==> src/rtl/lock_pkg.sv <==
// Shared definitions for the door-lock sequencing controller.
// Contents: FSM state type, special key codes, entry width and default
// timing constants, plus a digit-classification helper.
package lock_pkg;

  typedef enum logic [2:0] {
    ST_IDLE,
    ST_ENTRY,
    ST_VERIFY,
    ST_UNLOCKED,
    ST_SET_PW,
    ST_LOCKOUT
  } lock_state_t;

  localparam logic [3:0]  KEY_STAR           = 4'hA;
  localparam logic [3:0]  KEY_SHARP          = 4'hB;
  localparam int unsigned ENTRY_DIGITS       = 4;

  localparam int unsigned DEF_MAX_WRONG      = 5;
  localparam int unsigned DEF_LOCKOUT_CYCLES = 1000;
  localparam int unsigned DEF_RELOCK_CYCLES  = 5000;
  localparam int unsigned DEF_TIMEOUT_CYCLES = 3000;

  function automatic logic is_digit(input logic [3:0] code);
    return code <= 4'd9;
  endfunction

endpackage

==> src/rtl/lock_seq_ctrl_if.sv <==
// Keypad, comparator and password-register signals of the lock controller.
//   key_valid/key_code : keypad strobe and code
//   cmp_req/cmp_ack/cmp_match/display : compare handshake and entry word
//   pw_we/pw_new       : password register write strobe and data
// slave  : the controller side
// master : the environment (keypad, comparator, password register) side
interface lock_seq_ctrl_if;
  logic        key_valid;
  logic [3:0]  key_code;
  logic        cmp_req;
  logic        cmp_ack;
  logic        cmp_match;
  logic [15:0] display;
  logic        pw_we;
  logic [15:0] pw_new;

  modport slave (
    input  key_valid, key_code, cmp_ack, cmp_match,
    output cmp_req, display, pw_we, pw_new
  );

  modport master (
    output key_valid, key_code, cmp_ack, cmp_match,
    input  cmp_req, display, pw_we, pw_new
  );
endinterface

==> src/rtl/lock_timer.sv <==
// Loadable saturating down-counter.
//   clk, reset : clock, asynchronous active-high reset
//   i_start    : load CYCLES (has priority over i_stop)
//   i_stop     : clear the counter
//   o_expire   : high during the last counted cycle, so an action taken on
//                it lands exactly CYCLES edges after the load edge
module lock_timer #(
  parameter int unsigned CYCLES = 1000
) (
  input  logic clk,
  input  logic reset,
  input  logic i_start,
  input  logic i_stop,
  output logic o_expire
);
  localparam int unsigned W = $clog2(CYCLES + 1);

  logic [W-1:0] r_count;

  always_ff @(posedge clk or posedge reset) begin
    if (reset) begin
      r_count <= '0;
    end else if (i_start) begin
      r_count <= W'(CYCLES);
    end else if (i_stop) begin
      r_count <= '0;
    end else if (r_count != '0) begin
      r_count <= r_count - W'(1);
    end
  end

  assign o_expire = (r_count == W'(1));
endmodule

==> src/rtl/lock_seq_ctrl.sv <==
// Sequencing controller for the door-lock password comparator.
// Ports:
//   clk, reset   : clock, asynchronous active-high reset
//   bus (slave)  : keypad, compare handshake, display, password write
//   close_sensor : door-closed level
//   alert_off    : operator alert clear
//   unlock       : bolt release level
//   alert        : alarm level
//   wrong_cnt    : consecutive failed attempts
// Optional feature macro: LOCK_ENTRY_TIMEOUT_EN (inactivity timeout of a
// partial entry in ENTRY / SET_PW).
module lock_seq_ctrl
  import lock_pkg::*;
#(
  parameter int unsigned MAX_WRONG      = DEF_MAX_WRONG,
  parameter int unsigned LOCKOUT_CYCLES = DEF_LOCKOUT_CYCLES,
  parameter int unsigned RELOCK_CYCLES  = DEF_RELOCK_CYCLES
`ifdef LOCK_ENTRY_TIMEOUT_EN
  ,
  parameter int unsigned TIMEOUT_CYCLES = DEF_TIMEOUT_CYCLES
`endif
) (
  input  logic                  clk,
  input  logic                  reset,
  lock_seq_ctrl_if.slave        bus,
  input  logic                  close_sensor,
  input  logic                  alert_off,
  output logic                  unlock,
  output logic                  alert,
  output logic [2:0]            wrong_cnt
);
  localparam logic [2:0] FULL_CNT  = 3'(ENTRY_DIGITS);
  localparam logic [2:0] LAST_FAIL = 3'(MAX_WRONG - 1);

  lock_state_t r_state;
  logic [15:0] r_display;
  logic [2:0]  r_cnt;
  logic        r_cmp_req;
  logic        r_unlock;
  logic        r_alert;
  logic        r_pw_we;
  logic [15:0] r_pw_new;
  logic [2:0]  r_wrong_cnt;
  logic        r_close_q;

  logic w_digit, w_star, w_sharp, w_full;
  logic w_rise, w_fall;
  logic w_fail, w_lock;
  logic w_lo_expire, w_rl_expire, w_rl_start, w_rl_stop;
  logic w_to_hit;

  always_comb begin
    w_digit    = bus.key_valid && is_digit(bus.key_code);
    w_star     = bus.key_valid && (bus.key_code == KEY_STAR);
    w_sharp    = bus.key_valid && (bus.key_code == KEY_SHARP);
    w_full     = (r_cnt == FULL_CNT);
    w_rise     = close_sensor && !r_close_q;
    w_fall     = !close_sensor && r_close_q;
    // A short '*' and a rejected compare share the same failure path.
    w_fail     = ((r_state == ST_ENTRY) && w_star && !w_full) ||
                 ((r_state == ST_VERIFY) && bus.cmp_ack && !bus.cmp_match);
    w_lock     = w_fail && (r_wrong_cnt == LAST_FAIL);
    w_rl_start = ((r_state == ST_VERIFY) && bus.cmp_ack && bus.cmp_match) ||
                 ((r_state == ST_SET_PW) && (w_sharp || w_to_hit));
    w_rl_stop  = w_fall || (r_state != ST_UNLOCKED);
  end

  lock_timer #(.CYCLES(LOCKOUT_CYCLES)) u_lockout (
    .clk      (clk),
    .reset    (reset),
    .i_start  (w_lock),
    .i_stop   (1'b0),
    .o_expire (w_lo_expire)
  );

  lock_timer #(.CYCLES(RELOCK_CYCLES)) u_relock (
    .clk      (clk),
    .reset    (reset),
    .i_start  (w_rl_start),
    .i_stop   (w_rl_stop),
    .o_expire (w_rl_expire)
  );

`ifdef LOCK_ENTRY_TIMEOUT_EN
  logic w_to_start, w_to_expire;
  // Held loaded outside the entry states and reloaded by any key press.
  assign w_to_start = bus.key_valid ||
                      !((r_state == ST_ENTRY) || (r_state == ST_SET_PW));
  lock_timer #(.CYCLES(TIMEOUT_CYCLES)) u_timeout (
    .clk      (clk),
    .reset    (reset),
    .i_start  (w_to_start),
    .i_stop   (1'b0),
    .o_expire (w_to_expire)
  );
  assign w_to_hit = w_to_expire && !bus.key_valid;
`else
  assign w_to_hit = 1'b0;
`endif

  always_ff @(posedge clk or posedge reset) begin
    if (reset) begin
      r_state     <= ST_IDLE;
      r_display   <= '0;
      r_cnt       <= '0;
      r_cmp_req   <= 1'b0;
      r_unlock    <= 1'b0;
      r_alert     <= 1'b0;
      r_pw_we     <= 1'b0;
      r_pw_new    <= '0;
      r_wrong_cnt <= '0;
      r_close_q   <= 1'b0;
    end else begin
      r_cmp_req <= 1'b0;
      r_pw_we   <= 1'b0;
      r_close_q <= close_sensor;
      if (alert_off) r_alert <= 1'b0;

      case (r_state)
        ST_IDLE: begin
          if (w_digit) begin
            r_display <= {r_display[11:0], bus.key_code};
            r_cnt     <= 3'd1;
            r_state   <= ST_ENTRY;
          end
        end
        ST_ENTRY: begin
          if (w_to_hit || w_sharp) begin
            r_display <= '0;
            r_cnt     <= '0;
            r_state   <= ST_IDLE;
          end else if (w_digit) begin
            r_display <= {r_display[11:0], bus.key_code};
            if (!w_full) r_cnt <= r_cnt + 3'd1;
          end else if (w_star && w_full) begin
            r_cmp_req <= 1'b1;
            r_state   <= ST_VERIFY;
          end
        end
        ST_VERIFY: begin
          if (bus.cmp_ack && bus.cmp_match) begin
            r_unlock    <= 1'b1;
            r_wrong_cnt <= '0;
            r_display   <= '0;
            r_cnt       <= '0;
            r_state     <= ST_UNLOCKED;
          end
        end
        ST_UNLOCKED: begin
          if (w_rise || (w_rl_expire && close_sensor)) begin
            r_unlock <= 1'b0;
            r_state  <= ST_IDLE;
          end else if (w_sharp) begin
            r_display <= '0;
            r_cnt     <= '0;
            r_state   <= ST_SET_PW;
          end
        end
        ST_SET_PW: begin
          if (w_to_hit || w_sharp) begin
            r_display <= '0;
            r_cnt     <= '0;
            r_state   <= ST_UNLOCKED;
          end else if (w_digit) begin
            r_display <= {r_display[11:0], bus.key_code};
            if (!w_full) r_cnt <= r_cnt + 3'd1;
          end else if (w_star && w_full) begin
            r_pw_new  <= r_display;
            r_pw_we   <= 1'b1;
            r_unlock  <= 1'b0;
            r_display <= '0;
            r_cnt     <= '0;
            r_state   <= ST_IDLE;
          end
        end
        ST_LOCKOUT: begin
          if (w_lo_expire) r_state <= ST_IDLE;
        end
        default: r_state <= ST_IDLE;
      endcase

      // Failure handling overrides the per-state updates above; setting the
      // alert here also makes it win over a simultaneous alert_off.
      if (w_fail) begin
        r_display <= '0;
        r_cnt     <= '0;
        if (w_lock) begin
          r_alert     <= 1'b1;
          r_wrong_cnt <= '0;
          r_state     <= ST_LOCKOUT;
        end else begin
          r_wrong_cnt <= r_wrong_cnt + 3'd1;
          r_state     <= ST_IDLE;
        end
      end
    end
  end

  assign bus.display = r_display;
  assign bus.cmp_req = r_cmp_req;
  assign bus.pw_we   = r_pw_we;
  assign bus.pw_new  = r_pw_new;
  assign unlock      = r_unlock;
  assign alert       = r_alert;
  assign wrong_cnt   = r_wrong_cnt;
endmodule

==> src/flat_wrapper.sv <==
// flat-port wrapper written by rule: the top's interface ports become plain ports
module lock_seq_ctrl_flat import lock_pkg::*;
#(
  parameter int unsigned MAX_WRONG      = DEF_MAX_WRONG,
  parameter int unsigned LOCKOUT_CYCLES = DEF_LOCKOUT_CYCLES,
  parameter int unsigned RELOCK_CYCLES  = DEF_RELOCK_CYCLES

)
  (clk, reset, close_sensor, alert_off, unlock, alert, wrong_cnt, bus_key_valid, bus_key_code, bus_cmp_ack, bus_cmp_match, bus_cmp_req, bus_display, bus_pw_we, bus_pw_new);
  lock_seq_ctrl_if bus_i ();
  input  logic clk;
  input  logic reset;
  input  logic close_sensor;
  input  logic alert_off;
  output logic unlock;
  output logic alert;
  output logic [2:0] wrong_cnt;
  input wire logic [$bits(bus_i.key_valid)-1:0] bus_key_valid;
  input wire logic [$bits(bus_i.key_code)-1:0] bus_key_code;
  input wire logic [$bits(bus_i.cmp_ack)-1:0] bus_cmp_ack;
  input wire logic [$bits(bus_i.cmp_match)-1:0] bus_cmp_match;
  output wire logic [$bits(bus_i.cmp_req)-1:0] bus_cmp_req;
  output wire logic [$bits(bus_i.display)-1:0] bus_display;
  output wire logic [$bits(bus_i.pw_we)-1:0] bus_pw_we;
  output wire logic [$bits(bus_i.pw_new)-1:0] bus_pw_new;
  assign bus_i.key_valid = bus_key_valid;
  assign bus_i.key_code = bus_key_code;
  assign bus_i.cmp_ack = bus_cmp_ack;
  assign bus_i.cmp_match = bus_cmp_match;
  assign bus_cmp_req = bus_i.cmp_req;
  assign bus_display = bus_i.display;
  assign bus_pw_we = bus_i.pw_we;
  assign bus_pw_new = bus_i.pw_new;
  lock_seq_ctrl #(.MAX_WRONG(MAX_WRONG), .LOCKOUT_CYCLES(LOCKOUT_CYCLES), .RELOCK_CYCLES(RELOCK_CYCLES)) u_core (.clk(clk), .reset(reset), .bus(bus_i), .close_sensor(close_sensor), .alert_off(alert_off), .unlock(unlock), .alert(alert), .wrong_cnt(wrong_cnt));
endmodule
==> config.mk <==
export PLATFORM = sky130hd
export DESIGN_NAME = lock_seq_ctrl_flat
export DESIGN_NICKNAME = d
export VERILOG_FILES = /design/src/rtl/lock_pkg.sv /design/src/rtl/lock_seq_ctrl_if.sv /design/src/rtl/lock_timer.sv /design/src/rtl/lock_seq_ctrl.sv /design/src/flat_wrapper.sv
export SDC_FILE = /design/constraint.sdc
export NUM_CORES = 1
export LEC_CHECK = 0
export BUFFER_PORTS_ARGS = -buffer_cell sky130_fd_sc_hd__buf_2
export CAP_MARGIN = 20
export CORE_ASPECT_RATIO = 0.75
export CORE_UTILIZATION = 52
export DETAILED_ROUTE_END_ITERATION = 10
export PLACE_DENSITY = 0.86
export SLEW_MARGIN = 10
export SYNTH_ARGS = -nofsm -noshare
export SYNTH_HDL_FRONTEND = slang
export SYNTH_SLANG_ARGS = --single-unit
==> constraint.sdc <==
create_clock -name clk -period 2.3 [get_ports clk]
set_input_delay 0.46 -clock clk [delete_from_list [all_inputs] [get_ports clk]]
set_output_delay 0.46 -clock clk [all_outputs]
set_load 0.1 [all_outputs]
==> flow_summary.toml, run 1 <==
[outcome]
status = "finished, violations left"
failed_checks = "DRC"

[global_routing]
grt_pass1_wl_um = 13800
grt_pass1_vias = 2859
grt_max_degree = 70
grt_overflow = 0
grt_use_met2_pct = 35.5
met3_usage_pct = 8.18
antenna_found_initial = 0
grt.busiest_layer = "met2"
grtUsageMet1_pct = 34.9
grt_usage_pct = 24.6

[clocking]
h-tree-depth = 3
worst_skew_pair.late_latency_ps = 350
postCtsHoldBufs = 0
cts.sinks = 69
cts_tree = "built"
clockBufferDepth = 2
cts-root-buf = "clkbuf_8"
clk_pin_slew_ps = 70
cts_buffers = 9

[logic_synthesis]
syn-mean-instance-area_um2 = 10.0
synth_ff_type = "dfrtp_1"
synthArstFlopShare_pct = 100
synthDistinctLibCells = 57
yosys_warnings = 0
synth_area_mm2 = 0.00357
synth_edf_count = 0
synth_fp_nets = 377
yosysSeqAreaShare_pct = 48.4
yosys_register_bits = 69
netlist_instances = 356

[power_and_ir_drop]
ir_worst_vdd_mv = 1.20
leakage_nw = 2.00
design_power_total_mw = 5.12
powerDensity_mw_per_mm2 = 1220

[setup_path]
rr_endpoint = "u_core.bus.pw_new[12]$_DFFE_PP0P_"
crit_buf_inv = 2
critical-path-max-stage-delay_ps = 410
path_delay_family = "simple AND/OR/NAND/NOR gates"
path_class = "flop to flop"
reg2reg_from = "u_core.r_cnt[0]$_DFFE_PP0P_"
reg2reg_slack_ps = 80
r2r_cells = 7
cp_slowest_cell = "dfrtp_1"
cp_cell_sequence = "inv_1 > ha_1 > nand2_1 > nor3_1 > and2_1 > buf_12 > mux2_2"
required_ps = 2530
crit_arrival_ps = 2450
cp_max_fo = 17
crit_path_start_kind = "flop"
worst_setup_path_end_kind = "flop"

[die]
row_count = 25
die_w_um = 97.7
dieArea_mm2 = 0.00721
initial_core_util_pct = 55.1
die_h_um = 73.8
core_mm2 = 0.00647
pin_count = 50

[sta]
slew_headroom_pct = 64.2
post-route-min-period_ps = 2220
hold_viol = 0
worst_slew_pin_slew_ps = 534
fin_crit_sh_pct = 96.3
skew_ps = 8.64
holdWs_ps = 174
slew_violations = 0
rsz0062_at_grt = "yes"
setup_viol = 0
max_freq_mhz = 451

[cells_and_area]
drive_gt1_share_pct = 28.0
diodes = 0
fillers = 508
layout.cells.non_filler = 506
final_nets = 441
area_delta_synth_final_pct = 17.3

[placement]
numPortBuffers = 49
gp_congestion = 0.898
hpwlAfterDp_um = 5860
dp_cells = 488

[detailed_routing]
wl_per_cell_um = 16.2
drc = 3
route.vias.total = 3019
drt_wl_total_um = 8190
drtPass1Iterations = 7
final_antenna_net_count = 0
vias_per_cell = 5.97
drt_iter0_markers = 248

[job]
maxCapViolCount = 0

[hold_path]
hold_class = "primary input to asynchronous set/reset pin"
cell usage in the layout (no fill, tap or decap), types with 3 or more instances in the layout:
master	netlist	routed
dfrtp_1	69	68
buf_2	6	49
nor2_1	37	36
o21ai_0	27	26
a21oi_1	23	23
nand2_1	22	21
buf_4	0	17
nor3_1	16	16
mux2_2	16	16
inv_1	16	14
xnor2_1	13	13
a22o_1	10	10
ha_1	10	10
clkbuf_8	0	9
nand2b_1	7	7
nand3_1	7	7
nor2b_1	6	6
nor4_1	4	4
o21ai_1	3	4
clkinv_2	0	4
or3_1	3	3
a31o_2	3	3
a31oi_1	3	3
xor2_1	3	3
a211oi_1	3	3
logic make-up after synthesis:
family	after synthesis	share of synthesized area, %
simple gates	126	19.3
compound gates	87	15.7
flops	69	48.4
buf+inv	31	3.89
mux	17	5.36
xor+xnor	16	3.92
fa+ha+maj	10	3.50
worst min-delay path: stages:
cell    delay (ps)
buf_2          100
inv_2           60
buf_12         300
power by group:
| group | leakage [nW] | internal (mW) | total, mW | switching, mW |
|---|---|---|---|---|
| sequential | 0.891 | 1.45 | 1.72 | 0.276 |
| clock | 0.0829 | 0.384 | 0.828 | 0.444 |
| combinational | 1.03 | 0.666 | 2.57 | 1.90 |
| total | 2.00 | 2.50 | 5.12 | 2.62 |
through the flow:
step / instance area (um2) / util [%] / setup TNS (ps) / setup WS [ps]
3_3_place_gp: 3990 / 61.6 / 0 / 120
6_report: 4190 / 64.7 / 0 / 84.5
3_5_place_dp: 3990 / 61.6 / 0 / 19.1
2_1_floorplan: 3570 / - / 0 / 100
4_1_cts: 4150 / 64.1 / 0 / 48.0
5_1_grt: 4190 / 64.7 / -31.1 / -16.0
repair_timing:
action | in CTS | in global routing
setup buffers | 0 | 2
setup endpoints to repair | 0 | 6
resized for setup | 0 | 7
state kept, by name, summed over array words and instances, names as in the netlist:
signal / cells
u_core.alert: 1
u_core.bus.cmp_req: 1
u_core.bus.display: 16
u_core.bus.pw_new: 16
u_core.bus.pw_we: 1
u_core.r_close_q: 1
u_core.r_cnt: 3
u_core.r_state: 3
u_core.u_lockout.r_count: 10
u_core.u_relock.r_count: 13
u_core.unlock: 1
u_core.wrong_cnt: 3
synthesized netlist by cell type, types with 4 or more instances:
library cell,instances,area (um2)
dfrtp_1,69,1730
nor2_1,37,139
o21ai_0,27,135
a21oi_1,23,115
nand2_1,22,82.6
inv_1,16,60.1
mux2_2,16,180
nor3_1,16,80.1
xnor2_1,13,114
a22o_1,10,87.6
ha_1,10,125
clkbuf_1,7,26.3
nand2b_1,7,43.8
nand3_1,7,35.0
buf_2,6,30.0
nor2b_1,6,37.5
nor4_1,4,25.0
cell type report:
type	instances	area (um2)	share of cell area [%]
Sequential cell	69	1730	41.2
Multi-Input combinational cell	256	1730	41.2
Timing Repair Buffer	68	413	9.86
Clock buffer	11	131	3.14
Tap cell	81	101	2.42
Inverter	16	60.1	1.43
Clock inverter	5	27.5	0.657
worst max-delay path by stage:
| stage | startpoint | to | cells past startpoint |
|---|---|---|---|
| after floorplan | reset | u_core.alert$_DFF_PP0_ | 1 |
| after global placement | u_core.u_relock.r_count[3]$_DFFE_PP0P_ | u_core.r_cnt[2]$_DFFE_PP0P_ | 6 |
| after detailed placement | bus_key_code[2] | u_core.bus.display[5]$_DFFE_PP0P_ | 7 |
| after CTS | u_core.u_relock.r_count[3]$_DFFE_PP0P_ | u_core.r_cnt[2]$_DFFE_PP0P_ | 6 |
| after global routing | u_core.u_relock.r_count[1]$_DFFE_PP0P_ | u_core.r_state[0]$_DFFE_PP0P_ | 8 |
| final | u_core.r_cnt[0]$_DFFE_PP0P_ | u_core.bus.pw_new[12]$_DFFE_PP0P_ | 7 |
metal layers:
layer,share of wire (%),up-vias,wire (um)
li1,-,1387,-
met1,45,1489,3720
met3,8.1,8,666
met2,46,135,3740
met5,0,-,0
met4,0.83,0,68
Power figures use the tool's default switching activity.
==> run 2: changes to the inputs <==
--- a/config.mk
+++ b/config.mk
@@ -7,10 +7,12 @@
 export LEC_CHECK = 0
 export BUFFER_PORTS_ARGS = -buffer_cell sky130_fd_sc_hd__buf_2
 export CAP_MARGIN = 20
+export CELL_PAD_IN_SITES_DETAIL_PLACEMENT = 1
+export CELL_PAD_IN_SITES_GLOBAL_PLACEMENT = 1
 export CORE_ASPECT_RATIO = 0.75
-export CORE_UTILIZATION = 52
+export CORE_UTILIZATION = 40
 export DETAILED_ROUTE_END_ITERATION = 10
-export PLACE_DENSITY = 0.86
+export PLACE_DENSITY = 0.85
 export SLEW_MARGIN = 10
 export SYNTH_ARGS = -nofsm -noshare
 export SYNTH_HDL_FRONTEND = slang
==> run 2 against run 1 <==
  * The flow now finishes without violations
  * Register-to-register slack worse by 60 ps
  * Worst hold slack better by 50 ps
  * Critical path depth down 1
  * Maximum frequency down 2.6%
  * Largest cell class is now multi-input combinational cells
  * Largest power group unchanged
  * Highest routed layer unchanged
==> flow_summary.toml, run 2 (synthesized netlist as in run 1, its figures left out) <==
[outcome]
status = "finished clean"

[sta]
rsz0062_at_grt = "yes"
hold_viol = 0
fin_crit_sh_pct = 98.9
setup_viol = 0
post-route-min-period_ps = 2270
slew_headroom_pct = 64.7
fin_ws_ps = 25.0
slew_violations = 0
max_freq_mhz = 440
skew_ps = 7.09
worst_slew_pin_slew_ps = 527

[global_routing]
grt_overflow = 0
grt_pass1_wl_um = 17400
grt_usage_pct = 24.2
grt_max_degree = 37
grt_pass1_vias = 3364
antenna_found_initial = 0

[setup_path]
crit_arrival_ps = 2500
required_ps = 2520
cp_cell_sequence = "or4_4 > nor4_4 > o32ai_1 > a22oi_2 > o21ai_0 > mux2_1"
path_class = "flop to flop"
cp_max_fo = 5
critical-path-max-stage-delay_ps = 580
worst_setup_path_end_kind = "flop"
cp_slowest_cell = "or4_4"
crit_path_start_kind = "flop"

[clocking]
cts_tree = "built"
cts.sinks = 69
postCtsHoldBufs = 0
cts-root-buf = "clkbuf_16"
clk_pin_slew_ps = 60
cts_buffers = 9
h-tree-depth = 3
worst_skew_pair.late_latency_ps = 340
clockBufferDepth = 2

[placement]
hpwlAfterDp_um = 7360
place_area_mm2 = 0.00405
numPortBuffers = 49
dp_slack_ps = -49.0
gp_congestion = 0.894

[die]
core_mm2 = 0.00856
initial_core_util_pct = 41.7
die_h_um = 83.8
pin_count = 50
row_count = 29
die_w_um = 111
dieArea_mm2 = 0.00931

[power_and_ir_drop]
ir_worst_vdd_mv = 0.781
design_power_total_mw = 5.70
leakage_nw = 2.11
powerDensity_mw_per_mm2 = 1290

[job]
maxCapViolCount = 0

[detailed_routing]
drtPass1Iterations = 4
drt_wl_total_um = 10700
drc = 0
vias_per_cell = 5.64
route.vias.total = 3066
drt_iter0_markers = 178
wl_per_cell_um = 19.6
final_antenna_net_count = 0

[cells_and_area]
layout_commonest_cell = "dfrtp_1"
final_nets = 452
final_cell_area_mm2 = 0.00443
area_delta_synth_final_pct = 24.1
drive_gt1_share_pct = 30.5
diodes = 0
final_cell_mix = "68 x dfrtp_1, 49 x buf_2, 37 x nor2_1"

[hold_path]
hold_class = "primary input to asynchronous set/reset pin"
-- run 2: changes by cell type in the layout (fill, tap and decap cells not counted), sizes merged --
cell    change
clkbuf      +1
clkinv      -1
buf        +11
-- run 2: metal layers --
| metal | vias up | global-route usage (%) | routed length [um] |
|---|---|---|---|
| met5 | - | 0 | 0 |
| met4 | 0 | 7.99 | 144 |
| met3 | 15 | 6.46 | 460 |
| met2 | 72 | 39.6 | 5180 |
| met1 | 1564 | 31.4 | 4880 |
| li1 | 1415 | - | - |
-- run 2: path summary, 6_finish.rpt --
check,from,to,slack [ps],depth (start not counted)
setup / recovery,u_core.u_relock.r_count[3]$_DFFE_PP0P_,u_core.r_state[0]$_DFFE_PP0P_,30,6
hold / removal,reset,u_core.u_relock.r_count[6]$_DFFE_PP0P_,220,3
setup reg to reg,u_core.u_relock.r_count[3]$_DFFE_PP0P_,u_core.r_state[0]$_DFFE_PP0P_,30,6
hold reg to reg,u_core.bus.pw_new[8]$_DFFE_PP0P_,u_core.bus.pw_new[8]$_DFFE_PP0P_,500,1
max in group asynchronous,reset,u_core.u_relock.r_count[0]$_DFFE_PP0P_,1720,3
min in group clk,close_sensor,u_core.r_close_q$_DFF_PP0_,260,1
-- run 2: where the power goes --
| group | internal [mW] | total, mW | leakage [nW] | switching, mW |
|---|---|---|---|---|
| Combinational | 0.686 | 2.65 | 1.08 | 1.97 |
| Clock | 0.782 | 1.30 | 0.138 | 0.517 |
| Sequential | 1.45 | 1.75 | 0.891 | 0.300 |
| Total | 2.92 | 5.70 | 2.11 | 2.78 |
-- run 2: area by class of cell --
| type | instances | area (um2) |
|---|---|---|
| fillers | 1001 | 4130 |
| multi-input cells | 256 | 1750 |
| flip-flops and latches | 69 | 1730 |
| repair buffers | 79 | 483 |
| clock buffers | 12 | 256 |
| well taps | 108 | 135 |
| inverters | 16 | 60.1 |
| clock inverters | 4 | 22.5 |
-- run 2: timing repair --
action / in CTS / in global routing
hold endpoints to repair: 0 / 0
pin swaps: 0 / 7
buffers inserted: 0 / 8
gates cloned: 0 / 0
endpoints found under the setup margin: 1 / 14
gates resized for setup: 1 / 10
-- run 2: metrics by stage --
| stage | hold WS (ps) | TNS, ps | std cells | util, % |
|---|---|---|---|---|
| floorplan | 472 | 0 | 356 | - |
| global placement | 485 | 0 | 520 | 47.3 |
| detailed placement | 491 | -94.6 | 520 | 47.3 |
| CTS | 241 | 0 | 536 | 50.6 |
| global route | 272 | -180 | 544 | 51.7 |
| finish | 224 | 0 | 544 | 51.7 |
-- run 2: worst max-delay path, delay by kind of cell, from the launching register on --
kind	cells	cell delay (ps)
AOI/OAI and AO/OA	3	480
DFF	1	420
muxes	1	350
and+or+nand+nor	2	920
==> run 3: changes to the inputs <==
--- a/config.mk
+++ b/config.mk
@@ -5,14 +5,15 @@
 export SDC_FILE = /design/constraint.sdc
 export NUM_CORES = 1
 export LEC_CHECK = 0
+export ABC_AREA = 1
 export BUFFER_PORTS_ARGS = -buffer_cell sky130_fd_sc_hd__buf_2
 export CAP_MARGIN = 20
 export CELL_PAD_IN_SITES_DETAIL_PLACEMENT = 1
 export CELL_PAD_IN_SITES_GLOBAL_PLACEMENT = 1
 export CORE_ASPECT_RATIO = 0.75
-export CORE_UTILIZATION = 40
+export CORE_UTILIZATION = 39
 export DETAILED_ROUTE_END_ITERATION = 10
-export PLACE_DENSITY = 0.85
+export PLACE_DENSITY = 0.87
 export SLEW_MARGIN = 10
 export SYNTH_ARGS = -nofsm -noshare
 export SYNTH_HDL_FRONTEND = slang
==> run 3 against run 2 <==
  * Cell count rose by 35%
  * Combinational power up 69%
  * Synthesized area grew 16%
  * Non-clock buffer count fell by 22
  * Total power up 37%
  * Cell area increased by 9.3%
  * Worst hold slack got worse by 100 ps
  * Clock-buffer cell count did not move
  * First-iteration DRC count rose by 13%
==> flow_summary.toml, run 3 <==
[placement]
dp_cells = 721
gp_congestion = 0.942
numPortBuffers = 49
hpwlAfterDp_um = 8970
dp_slack_ps = 184

[global_routing]
grt_max_degree = 28
grt_pass1_wl_um = 20600
grt_usage_pct = 23.8
antenna_found_initial = 0
grt_overflow = 0
grt_pass1_vias = 4042

[logic_synthesis]
yosys.area.top_type = "dfrtp_1"
synth_top_area_share_pct = 41.7
synthArstFlopShare_pct = 100
yosysSeqAreaShare_pct = 41.7
yosys_register_bits = 69
synth_area_mm2 = 0.00414
synth_most_common_cell = "nand2_1"
yosys_warnings = 0
synth_top_family_by_area = "simple AND/OR/NAND/NOR gates"
synth_xor_area_share_pct = 2.33
netlist_instances = 541
yosys-top-cells-area = "dfrtp_1 42%, nand2_1 14%, inv_1 5.4%"
synth_compound_area_share_pct = 10.6
synth_ff_type = "dfrtp_1"
synthSimpleGateAreaFrac_pct = 34.1
synth_fp_nets = 562
synthDistinctLibCells = 39
muxShareOfSynthArea_pct = 0
yosys-top-cells-count = "156 x nand2_1, 69 x dfrtp_1, 60 x inv_1"
synthAdderAreaFrac_pct = 3.02
synth_edf_count = 0
syn-mean-instance-area_um2 = 7.65

[clocking]
clockBufferDepth = 2
post_cts_resized = 0
clk_pin_slew_ps = 60
cts_tree = "built"
cts.sinks = 69
cts-root-buf = "clkbuf_16"
worst_skew_pair.late_latency_ps = 340
cts_buffers = 9
cts_setup_buffers = 0
h-tree-depth = 3
postCtsHoldBufs = 0

[setup_path]
worst-path-stages = 14
cp_cell_sequence = "inv_1 > ha_1 > nand2_1 > inv_1 > nor2_4 > nand2_4 > nand3_2 > nand2_2 > inv_2 > nand2_1 > nor2_2 > nand2_2 > nand2_1 > nand2_1"
reg2reg_from = "u_core.r_cnt[0]$_DFFE_PP0P_"
worst_path_most_repeated_cell = "nand2_1"
crit_start = "u_core.r_cnt[0]$_DFFE_PP0P_"
rr_endpoint = "u_core.r_cnt[1]$_DFFE_PP0P_"
worst_setup_path_end_kind = "flop"
crit_buf_inv = 3
cp_slowest_cell = "dfrtp_1"
r2r_cells = 14
cp_max_fo = 6
crit_arrival_ps = 2330
reg2reg_slack_ps = 200
crit_path_end = "u_core.r_cnt[1]$_DFFE_PP0P_"
critical-path-max-stage-delay_ps = 410
path_delay_family = "simple AND/OR/NAND/NOR gates"
required_ps = 2530
path_class = "flop to flop"
crit_path_start_kind = "flop"

[detailed_routing]
drt_wl_total_um = 12200
wl_per_cell_um = 16.6
drc = 0
drt_iter0_markers = 202
drtPass1Iterations = 4
route.vias.total = 3908
vias_per_cell = 5.30
final_antenna_net_count = 0

[cells_and_area]
register_area_mm2 = 0.00173
final_nets = 617
layout.cells.non_filler = 737
drive_gt1_share_pct = 19.5
final_cell_mix = "156 x nand2_1, 69 x dfrtp_1, 59 x inv_1"
layout_commonest_cell = "nand2_1"
multi_input_area_mm2 = 0.00207
area_delta_synth_final_pct = 17.1
diodes = 0
fillers = 1285

[die]
die_w_um = 121
pin_count = 50
initial_core_util_pct = 40.2
core_mm2 = 0.0103
dieArea_mm2 = 0.0110
die_h_um = 91.2
row_count = 32

[power_and_ir_drop]
leakage_nw = 2.56
ir_worst_vdd_mv = 0.710
powerDensity_mw_per_mm2 = 1610
design_power_total_mw = 7.82

[sta]
rsz0062_at_grt = "no"
max_freq_mhz = 477
fin_ws_ps = 203
setup_viol = 0
post-route-min-period_ps = 2100
skew_ps = 5.98
holdWs_ps = 123
worst_slew_pin_slew_ps = 494
hold_viol = 0
slew_headroom_pct = 67.3
fin_crit_sh_pct = 91.2
fin_setup_tns_ps = 0
slew_violations = 0

[hold_path]
hold_class = "primary input to asynchronous set/reset pin"

[job]
maxCapViolCount = 0

[outcome]
status = "finished clean"
## run 3: kinds of logic after synthesis
kind of cell | count (synthesis)
compound gates | 77
simple gates | 295
xor+xnor | 11
fa+ha+maj | 10
buf+inv | 79
flops | 69
## run 3: worst min-delay path by stage
stage                                                       from                                endpoint  slack (ps)  depth (start not counted)
after floorplan           u_core.u_relock.r_count[5]$_DFFE_PP0P_  u_core.u_relock.r_count[5]$_DFFE_PP0P_         450                          1
after global placement          u_core.bus.pw_new[7]$_DFFE_PP0P_        u_core.bus.pw_new[7]$_DFFE_PP0P_         460                          2
after detailed placement        u_core.bus.pw_new[6]$_DFFE_PP0P_        u_core.bus.pw_new[6]$_DFFE_PP0P_         460                          2
after CTS                                                  reset       u_core.bus.pw_new[14]$_DFFE_PP0P_         140                          2
after global routing                                       reset       u_core.bus.pw_new[14]$_DFFE_PP0P_         150                          2
final                                                      reset       u_core.bus.pw_new[14]$_DFFE_PP0P_         120                          2
## run 3: worst reg2reg max path, cell delays in order, from the launching register on
cell	delay, ps
dfrtp_1	410
inv_1	60
ha_1	190
nand2_1	100
inv_1	130
nor2_4	150
nand2_4	110
nand3_2	160
nand2_2	100
inv_2	70
nand2_1	100
nor2_2	190
nand2_2	90
nand2_1	70
nand2_1	50
## run 3: report_power, final
part           switching, mW  total, mW  internal [mW]
Clock                  0.533       1.40          0.866
Combinational           3.28       4.48           1.20
Sequential             0.373       1.93           1.56
## run 3: layout make-up
cell class | count | area share (%)
clock buffers | 12 | 5.09
clock inverters | 4 | 0.982
inverters | 66 | 5.11
multi-input cells | 393 | 42.8
flip-flops and latches | 69 | 35.6
well taps | 136 | 3.51
repair buffers | 57 | 6.82
## run 3: through the flow
step,utilization [%],cell area [um2]
finish,47.1,4840
global route,47.1,4840
CTS,47.1,4840
detailed placement,44.2,4550
global placement,44.2,4550
floorplan,-,4140
## run 3: layer usage
layer	routed length, um	track usage, %
met1	5970	33.2
met2	5640	36.9
met4	136	7.30
met5	0	0
met3	462	4.96
